$ cat config.mk
export PLATFORM = sky130hd
export DESIGN_NAME = hilo_muldiv_unit
export DESIGN_NICKNAME = d
export VERILOG_FILES = /design/src/rtl/hilo_pkg.sv /design/src/rtl/hilo_muldiv_unit_iter_divider.sv /design/src/rtl/hilo_muldiv_unit.sv
export SDC_FILE = /design/constraint.sdc
export NUM_CORES = 2
export LEC_CHECK = 0
export CAP_MARGIN = 15
export CORE_ASPECT_RATIO = 1.5
export CORE_MARGIN = 3
export CORE_UTILIZATION = 25
export CTS_CLUSTER_SIZE = 24
export DETAILED_ROUTE_END_ITERATION = 8
export PLACE_DENSITY = 0.51
export SYNTH_ARGS = -nofsm -noshare
export SYNTH_HDL_FRONTEND = slang
export SYNTH_HIERARCHICAL = 1
export SYNTH_SLANG_ARGS = --single-unit
$ cat constraint.sdc
create_clock -name clk -period 17.1 [get_ports clk]
set_clock_uncertainty 0.05 [all_clocks]
set_input_delay 2.565 -clock clk [delete_from_list [all_inputs] [get_ports clk]]
set_output_delay 2.565 -clock clk [all_outputs]
set_load 0.005 [all_outputs]
$ cat src/rtl/hilo_pkg.sv
`default_nettype none
// ============================================================================
// Module   : hilo_pkg
// Purpose  : Shared definitions for the HI/LO multiply/divide unit.
//            - 3-bit op codes accepted on the op port
//            - FSM state encoding of the divide sequencer
// Config   : HILO_MADD_EN adds the signedness selector for the
//            multiply-accumulate op codes 6/7.
// Revision : 1.0 - initial release
// ============================================================================
package hilo_pkg;

    localparam logic [2:0] c_op_mult  = 3'd0;
    localparam logic [2:0] c_op_multu = 3'd1;
    localparam logic [2:0] c_op_div   = 3'd2;
    localparam logic [2:0] c_op_divu  = 3'd3;
    localparam logic [2:0] c_op_mthi  = 3'd4;
    localparam logic [2:0] c_op_mtlo  = 3'd5;
    localparam logic [2:0] c_op_madd  = 3'd6;
    localparam logic [2:0] c_op_msub  = 3'd7;

`ifdef HILO_MADD_EN
    // The op field has no spare bit for MADDU/MSUBU, so the accumulate
    // codes share one build-time signedness: 0 = signed, 1 = unsigned.
    localparam logic c_madd_unsigned = 1'b0;
`endif

    typedef enum logic [1:0] {
        ST_IDLE    = 2'd0,
        ST_DIV_RUN = 2'd1,
        ST_DIV_FIX = 2'd2
    } state_t;

endpackage
`default_nettype wire

$ cat src/rtl/hilo_muldiv_unit_iter_divider.sv
`default_nettype none
// ============================================================================
// Module   : iter_divider
// Purpose  : Unsigned W-bit restoring divider, one quotient bit per cycle.
// Ports    : clk, rst        - clock, synchronous active-high reset
//            start           - load dividend/divisor, begin W iterations
//            cancel          - abandon the current division
//            dividend/divisor- unsigned operands (divisor must be non-zero)
//            last            - high in the cycle whose edge produces the final
//                              quotient bit (combinational)
//            quotient/remainder - results, valid after the 'last' edge
// Revision : 1.0 - initial release
// ============================================================================
module iter_divider #(
    parameter int W     = 32,
    parameter int CNT_W = 6
) (
    input  logic         clk,
    input  logic         rst,
    input  logic         start,
    input  logic         cancel,
    input  logic [W-1:0] dividend,
    input  logic [W-1:0] divisor,
    output logic         last,
    output logic [W-1:0] quotient,
    output logic [W-1:0] remainder
);
    logic [W-1:0]     r_quo;
    logic [W-1:0]     r_rem;
    logic [W-1:0]     r_dsr;
    logic [CNT_W-1:0] r_cnt;
    logic             r_run;

    logic [W:0] w_part;
    logic [W:0] w_diff;

    // Shift the next dividend bit into the partial remainder; the borrow
    // out of the trial subtraction decides the quotient bit.
    assign w_part    = {r_rem, r_quo[W-1]};
    assign w_diff    = w_part - {1'b0, r_dsr};
    assign last      = r_run && (r_cnt == CNT_W'(W - 1));
    assign quotient  = r_quo;
    assign remainder = r_rem;

    always_ff @(posedge clk) begin
        if (rst) begin
            r_quo <= '0;
            r_rem <= '0;
            r_dsr <= '0;
            r_cnt <= '0;
            r_run <= 1'b0;
        end else if (cancel) begin
            r_cnt <= '0;
            r_run <= 1'b0;
        end else if (start) begin
            r_quo <= dividend;
            r_rem <= '0;
            r_dsr <= divisor;
            r_cnt <= '0;
            r_run <= 1'b1;
        end else if (r_run) begin
            if (!w_diff[W]) begin
                r_rem <= w_diff[W-1:0];
                r_quo <= {r_quo[W-2:0], 1'b1};
            end else begin
                r_rem <= w_part[W-1:0];
                r_quo <= {r_quo[W-2:0], 1'b0};
            end
            if (last) begin
                r_run <= 1'b0;
                r_cnt <= '0;
            end else begin
                r_cnt <= r_cnt + 1'b1;
            end
        end
    end

endmodule
`default_nettype wire

$ cat src/rtl/hilo_muldiv_unit.sv
`default_nettype none
// ============================================================================
// Module   : hilo_muldiv_unit
// Purpose  : HI/LO register block with single-cycle multiplier and iterative
//            divider for the EX stage.
// Ports    : clk, rst       - clock, synchronous active-high reset
//            start, op      - op valid / op code (ignored while busy)
//            cancel         - EX flush, kills accepted or in-flight op
//            src_a, src_b   - operands (src_a also carries MTHI/MTLO data)
//            busy           - divide in progress, pipeline must stall
//            done           - one-cycle pulse after a mult/div commit
//            hi_o, lo_o     - HI and LO registers
// Config   : HILO_MADD_EN enables MADD/MSUB accumulate on op codes 6/7;
//            without it those codes are no-ops.
// Revision : 1.0 - initial release
// ============================================================================
module hilo_muldiv_unit
    import hilo_pkg::*;
#(
    parameter int W     = 32,
    parameter int CNT_W = 6
) (
    input  logic         clk,
    input  logic         rst,
    input  logic         start,
    input  logic [2:0]   op,
    input  logic         cancel,
    input  logic [W-1:0] src_a,
    input  logic [W-1:0] src_b,
    output logic         busy,
    output logic         done,
    output logic [W-1:0] hi_o,
    output logic [W-1:0] lo_o
);
    state_t       r_state;
    logic         r_busy;
    logic         r_done;
    logic [W-1:0] r_hi;
    logic [W-1:0] r_lo;
    logic         r_q_neg;
    logic         r_r_neg;
    logic         r_div_zero;

    logic           w_accept;
    logic           w_div_signed;
    logic           w_mul_signed;
    logic           w_b_zero;
    logic           w_div_start;
    logic           w_div_last;
    logic [W-1:0]   w_abs_a;
    logic [W-1:0]   w_abs_b;
    logic [W-1:0]   w_quo;
    logic [W-1:0]   w_rem;
    logic [W-1:0]   w_quo_fix;
    logic [W-1:0]   w_rem_fix;
    logic [2*W-1:0] w_ext_a;
    logic [2*W-1:0] w_ext_b;
    logic [2*W-1:0] w_prod;

    // busy is high exactly when the sequencer is outside IDLE.
    assign w_accept     = start && !cancel && (r_state == ST_IDLE);
    assign w_div_signed = (op == c_op_div);
    assign w_b_zero     = (src_b == '0);
    assign w_div_start  = w_accept && (op == c_op_div || op == c_op_divu) && !w_b_zero;

`ifdef HILO_MADD_EN
    assign w_mul_signed = (op == c_op_mult) ||
                          ((op == c_op_madd || op == c_op_msub) && !c_madd_unsigned);
`else
    assign w_mul_signed = (op == c_op_mult);
`endif

    // Extending to 2W bits first makes the truncated product correct for
    // both signed and unsigned operands.
    assign w_ext_a = w_mul_signed ? {{W{src_a[W-1]}}, src_a} : {{W{1'b0}}, src_a};
    assign w_ext_b = w_mul_signed ? {{W{src_b[W-1]}}, src_b} : {{W{1'b0}}, src_b};
    assign w_prod  = w_ext_a * w_ext_b;

    assign w_abs_a = (w_div_signed && src_a[W-1]) ? -src_a : src_a;
    assign w_abs_b = (w_div_signed && src_b[W-1]) ? -src_b : src_b;

    // -2^(W-1) / -1 yields 2^(W-1) unsigned with no negation: the natural wrap.
    assign w_quo_fix = r_q_neg ? -w_quo : w_quo;
    assign w_rem_fix = r_r_neg ? -w_rem : w_rem;

    iter_divider #(
        .W     (W),
        .CNT_W (CNT_W)
    ) u_div (
        .clk       (clk),
        .rst       (rst),
        .start     (w_div_start),
        .cancel    (cancel),
        .dividend  (w_abs_a),
        .divisor   (w_abs_b),
        .last      (w_div_last),
        .quotient  (w_quo),
        .remainder (w_rem)
    );

    always_ff @(posedge clk) begin
        if (rst) begin
            r_state    <= ST_IDLE;
            r_busy     <= 1'b0;
            r_done     <= 1'b0;
            r_hi       <= '0;
            r_lo       <= '0;
            r_q_neg    <= 1'b0;
            r_r_neg    <= 1'b0;
            r_div_zero <= 1'b0;
        end else begin
            r_done <= 1'b0;
            case (r_state)
                ST_IDLE: begin
                    if (w_accept) begin
                        case (op)
                            c_op_mult, c_op_multu: begin
                                {r_hi, r_lo} <= w_prod;
                                r_done       <= 1'b1;
                            end
                            c_op_div, c_op_divu: begin
                                r_q_neg    <= w_div_signed & (src_a[W-1] ^ src_b[W-1]);
                                r_r_neg    <= w_div_signed & src_a[W-1];
                                r_div_zero <= w_b_zero;
                                r_busy     <= 1'b1;
                                // Divide-by-zero has nothing to iterate.
                                r_state    <= w_b_zero ? ST_DIV_FIX : ST_DIV_RUN;
                            end
                            c_op_mthi: r_hi <= src_a;
                            c_op_mtlo: r_lo <= src_a;
`ifdef HILO_MADD_EN
                            c_op_madd: begin
                                {r_hi, r_lo} <= {r_hi, r_lo} + w_prod;
                                r_done       <= 1'b1;
                            end
                            c_op_msub: begin
                                {r_hi, r_lo} <= {r_hi, r_lo} - w_prod;
                                r_done       <= 1'b1;
                            end
`endif
                            default: ;
                        endcase
                    end
                end
                ST_DIV_RUN: begin
                    if (cancel) begin
                        r_state <= ST_IDLE;
                        r_busy  <= 1'b0;
                    end else if (w_div_last) begin
                        r_state <= ST_DIV_FIX;
                    end
                end
                ST_DIV_FIX: begin
                    r_state <= ST_IDLE;
                    r_busy  <= 1'b0;
                    // A flush in the commit cycle wins over the write.
                    if (!cancel) begin
                        if (!r_div_zero) begin
                            r_lo <= w_quo_fix;
                            r_hi <= w_rem_fix;
                        end
                        r_done <= 1'b1;
                    end
                end
                default: begin
                    r_state <= ST_IDLE;
                    r_busy  <= 1'b0;
                end
            endcase
        end
    end

    assign busy = r_busy;
    assign done = r_done;
    assign hi_o = r_hi;
    assign lo_o = r_lo;

endmodule
`default_nettype wire
# Yosys cells after proc, flatten, opt, wreduce, memory -nomap -nowiden
# Cells that the tools add are included.
[totals] output_inout_bits=66 regBits=174 inputBits=71 wordCells=106
[op_classes] n_mux=40 eq_ne=16 bitwise_logic=4 multipliers=1 reduce_logical=26 n_addsub=6
[op_table] operator="$mux 32" n=15
[op_table] operator="$pmux 32 s2" n=4
[op_table] operator="$mux 64" n=2
[op_table] operator="$neg 32->32" n=4
[op_table] operator="$mul 64x64->64" n=1
[op_table] operator="$sub 33x32->33" n=1
[op_table] operator="$logic_not 32->1" n=1
[op_table] operator="$mux 1" n=10
[op_table] operator="$mux 2" n=5
[op_table] operator="$reduce_and 5->1" n=2
[op_table] operator="$reduce_and 3->1" n=3
[op_table] operator="$ne 2x2->1 const B" n=4
[op_table] operator="$logic_and 1x1->1" n=7
[op_table] operator="$add 6x1->6 const B" n=1
[op_table] operator="$eq 3x2->1 const B" n=2
[op_table] operator="$eq 3x3->1 const B" n=2
[op_table] operator="$eq 6x5->1 const B" n=1
[op_table] operator="$mux 6" n=1
[op_table] operator="$ne 3x1->1 const B" n=2
[op_table] operator="$reduce_or 2->1" n=3
[op_table] operator="$pmux 1 s2" n=2
[op_table] operator="$pmux 2 s2" n=1
[op_table] operator="$reduce_and 2->1" n=2
[op_table] operator="$reduce_bool 2->1" n=2
[op_table] operator="13 further kinds" n=15

# Depth between registers and ports, before layout
[logic_depth] word_depth=7 depth_mapped=37

# By module
# Netlist, hierarchy kept.
[by_module_without_submodules] mod="hilo_muldiv_unit" cells_per_inst=6033 area_per_inst_um2=53876.7 n_inst=1
[by_module_without_submodules] mod="iter_divider" cells_per_inst=741 area_per_inst_um2=5975.7 n_inst=1

# Least setup slack after synthesis
# OpenSTA, ideal clock, no wires.
[synth_path] kind="input -> register" from="input op[1]" to="register r_hi[24], in the netlist hi_o[24]" stages=30 n_path_buf=2 slack_ns=5.461 t_arrival_ns=11.457 path_cell_list="nor3_1 and2_1 clkbuf_1 clkbuf_1 nand2_1 fa_1 inv_1 fa_1 fa_1 inv_1 fa_1 inv_1 fa_1 fa_1 fa_1 fa_1 fa_1 inv_1 fa_1 inv_1 ha_1 nand4_1 nor2_1 nand3_1 a211o_1 a31oi_4 a31oi_4 or4_1 a31oi_1 nor3_1"
[synth_via] elab_chain_len=6
[synth_lines] item="start: declaration" line_no="hilo_muldiv_unit.sv:26" rtl="input logic [2:0] op,"
[synth_lines] item="$logic_not 3->1" line_no="hilo_muldiv_unit.sv:70, hilo_muldiv_unit.sv:116"
[synth_lines] item="$mux 64, on equally long branches" line_no="hilo_muldiv_unit.sv:75, hilo_muldiv_unit.sv:76"
[synth_lines] item="$mul 64x64->64" line_no="hilo_muldiv_unit.sv:77" rtl="assign w_prod = w_ext_a * w_ext_b;"
[synth_lines] item="$pmux 32 s2" line_no="hilo_muldiv_unit.sv:116" rtl="case (op)"
[synth_lines] item="$mux 32" line_no="hilo_muldiv_unit.sv:115" rtl="if (w_accept) begin"
[synth_lines] item="$pmux 32 s2" line_no="hilo_muldiv_unit.sv:113" rtl="case (r_state)"
[synth_lines] item="end signal: assignment" line_no="hilo_muldiv_unit.sv:118" rtl="{r_hi, r_lo} <= w_prod;"
[synth_lines] item="end signal: assignment" line_no="hilo_muldiv_unit.sv:129" rtl="c_op_mthi: r_hi <= src_a;"
[synth_lines] item="end signal: assignment" line_no="hilo_muldiv_unit.sv:160" rtl="r_hi <= w_rem_fix;"
[synth_lines] item="end: declaration" line_no="hilo_muldiv_unit.sv:38" rtl="logic [W-1:0] r_hi;"
# Parallel ways exist; a longest one is shown, timed or not. The select of a mux whose other input is x is not followed.
# A chain may end at the register's enable or synchronous reset.

# Worst setup path after layout
[layout_path] from="input op[1]" to="register r_hi[27], in the netlist hi_o[27]"
# The elaborated chain is that of the path after synthesis.

==> impl_metrics.toml <==
[timing]
tightest_slew_ns = 1.16
period_minus_slack_ns = 13.31
hold_viol = 0
report.final.slew_viol_count = 0
max_clock_freq_mhz = 75.1
layout_worst_path_cycle_share_pct = 77.8
final.setup.tns_ns = 0
setup_violations = 0
rsz0062_at_grt = "false"
max_slew_margin_pct = 22.6

[layout]
mostFrequentLayoutCell = "inv_1"
drive_above_1_share_pct = 3.22
fin_nets = 8466
final_cell_mix = "1561 x inv_1, 1420 x fa_1, 959 x nand2_1"
syn_to_final_growth_pct = 8.38
n_fill_cell = 25542

[logic_synthesis]
yosysWarnings = 6
synth.distinct_cells = 89
synth_top_area_share_pct = 47.5
synthArstFlopShare_pct = 0
synth_area_leaders = "fa_1 47%, inv_1 9.8%, ha_1 7.2%"
avgSynthCellArea_sq_um = 8.84
synth-edff-count = 0
synth_fp_nets = 8611
synth_cells = 6774
ys_seq_elements = 174
ys_seq_area_share_pct = 5.82
syn-cell-area_sq_mm = 0.0599
yosysTopAreaCell = "fa_1"
synth_ff_type = "dfxtp_1"

[clock_tree]
numCtsBuffers = 17
path_clk_slew_ns = 0.09
cts.repair.resized = 0
post_cts_buffers = 0
ctsHoldBuffers = 0
clock_path_buffers = 2
cts_sinks = 174
ctsHtreeMaxLevel = 4
cts_tree = "yes"
root_buffer = "clkbuf_16"
clock_latency_ns = 0.48

[die]
fp.dieH_um = 605
core_area_sq_mm = 0.238
die_w_um = 406
dieArea_sq_mm = 0.245
io_pins = 137
rows = 219
start_util_pct = 25.2

[critical_path]
cp_common_cell = "fa_1"
cp.arrival_ns = 13.65
crit_path_start_kind = "input port"
crit_type = "input port to flip-flop"
slowest_stage = "fa_1"
path_buf_inv = 7
required_ns = 17.44
critPathTopFamily = "adder cells"
crit_path_end_kind = "flip-flop"
max_stage_delay_ns = 0.93
crit_path_max_fanout = 18

[placed_design]
place.gp.congestion = 0.930
io_buffers = 136
hpwl_um = 178000

[routing]
drc_errors = 0
via_per_inst = 4.74
drtIter0Drc = 2844
firstDrtPassIters = 5
drt-wirelength-per-cell_um = 22.8
num_vias = 46178
drtAntennaViolNets = 0
routed_wl_um = 223000

[min_path]
min_path_type = "flip-flop to flip-flop"

[global_route]
grt_usage_pct = 18.3
overflow = 0
grt_max_degree = 77
antenna_found_initial = 7
grt_pass1_wl_um = 332000
grt_pass1_vias = 51559

[job]
cap_viol_max_count = 0

[status]
status = "finished, final reports clean"
-- worst paths after layout --
kind                                    startpoint                 end  slack [ns]  cells after the start
worst max register to register  u_div/quotient[31]  u_div/remainder[0]       13.60                     14
worst min register to register     u_div/r_dsr[25]     u_div/r_dsr[25]        0.41                      2
worst min-delay path               u_div/r_dsr[25]     u_div/r_dsr[25]        0.41                      2
worst max-delay path                         op[1]            hi_o[27]        3.79                     31
-- final cells by class --
| class | count | area, sq um | share of cell area [%] |
|---|---|---|---|
| multi-input combinational | 4637 | 49000 | 75.6 |
| tap | 3094 | 3870 | 5.97 |
| sequential | 174 | 3480 | 5.37 |
| inverter | 1561 | 5860 | 9.03 |
| clock inverter | 15 | 220 | 0.339 |
| timing repair buffer | 238 | 1970 | 3.04 |
| antenna | 6 | 15.0 | 0.0231 |
| clock buffer | 17 | 425 | 0.656 |
-- stage by stage --
| step | setup WS, ns | utilization (%) | cell area (sq um) | hold WS, ns | instances |
|---|---|---|---|---|---|
| 3_3_place_gp | 3.41 | 27.0 | 64100 | 0.395 | 9701 |
| 2_1_floorplan | 5.46 | - | 59900 | 0.386 | 6774 |
| 5_1_grt | 3.39 | 27.3 | 64900 | 0.422 | 9736 |
| 6_report | 3.79 | 27.3 | 64900 | 0.409 | 9742 |
| 4_1_cts | 3.93 | 27.2 | 64800 | 0.408 | 9733 |
| 3_5_place_dp | 3.44 | 27.0 | 64100 | 0.398 | 9701 |
-- tightest hold or removal path, stage by stage (launching register included) --
cell     delay [ns]
dfxtp_1        0.31
nand2_1        0.05
a21oi_1        0.05
-- cell usage after synthesis (12+ instances only) --
master / number
ha_1: 346
clkbuf_1: 332
buf_1: 54
a211oi_1: 53
fa_1: 1420
or4_1: 15
o211ai_1: 51
buf_2: 12
o21ai_1: 13
or3_1: 13
a31oi_1: 18
o41ai_1: 16
xor2_1: 110
nand2_1: 960
dfxtp_1: 174
and3_1: 31
nand2b_1: 25
mux2i_1: 68
and2_1: 404
inv_1: 1561
xnor2_1: 153
a21o_1: 61
o21bai_1: 18
nor2_1: 189
nor4_1: 20
a21oi_1: 223
o31ai_1: 30
nand3_1: 31
nor3_1: 51
nand4_1: 32
o21ai_0: 135
-- cells by family after synthesis --
kind of cell	Yosys count	synth area share, %
XOR/XNOR	263	3.85
multiplexers	70	1.17
buffers and inverters	1963	12.4
flip-flops	174	5.82
AND/OR/NAND/NOR	1810	14.1
adder cells (fa/ha/maj)	1768	54.8
AO/OA/AOI/OAI	726	7.91
-- registers in the layout, indices dropped and copies added, names as in the netlist, 2 cells and up --
name,flops
u_div/r_dsr,32
u_div/remainder,32
u_div/r_cnt,6
r_state,2
lo_o,32
u_div/quotient,32
hi_o,32
-- metal layers --
| metal | global-route usage [%] | part of all wire (%) |
|---|---|---|
| met1 | 18.9 | 35 |
| met5 | 0 | 0.0058 |
| met4 | 11.2 | 7.4 |
| met2 | 35.2 | 54 |
| met3 | 1.74 | 4.1 |
Power is not shown: default switching activity piles up to over one toggle a cycle in this logic, so the estimate is an artifact.
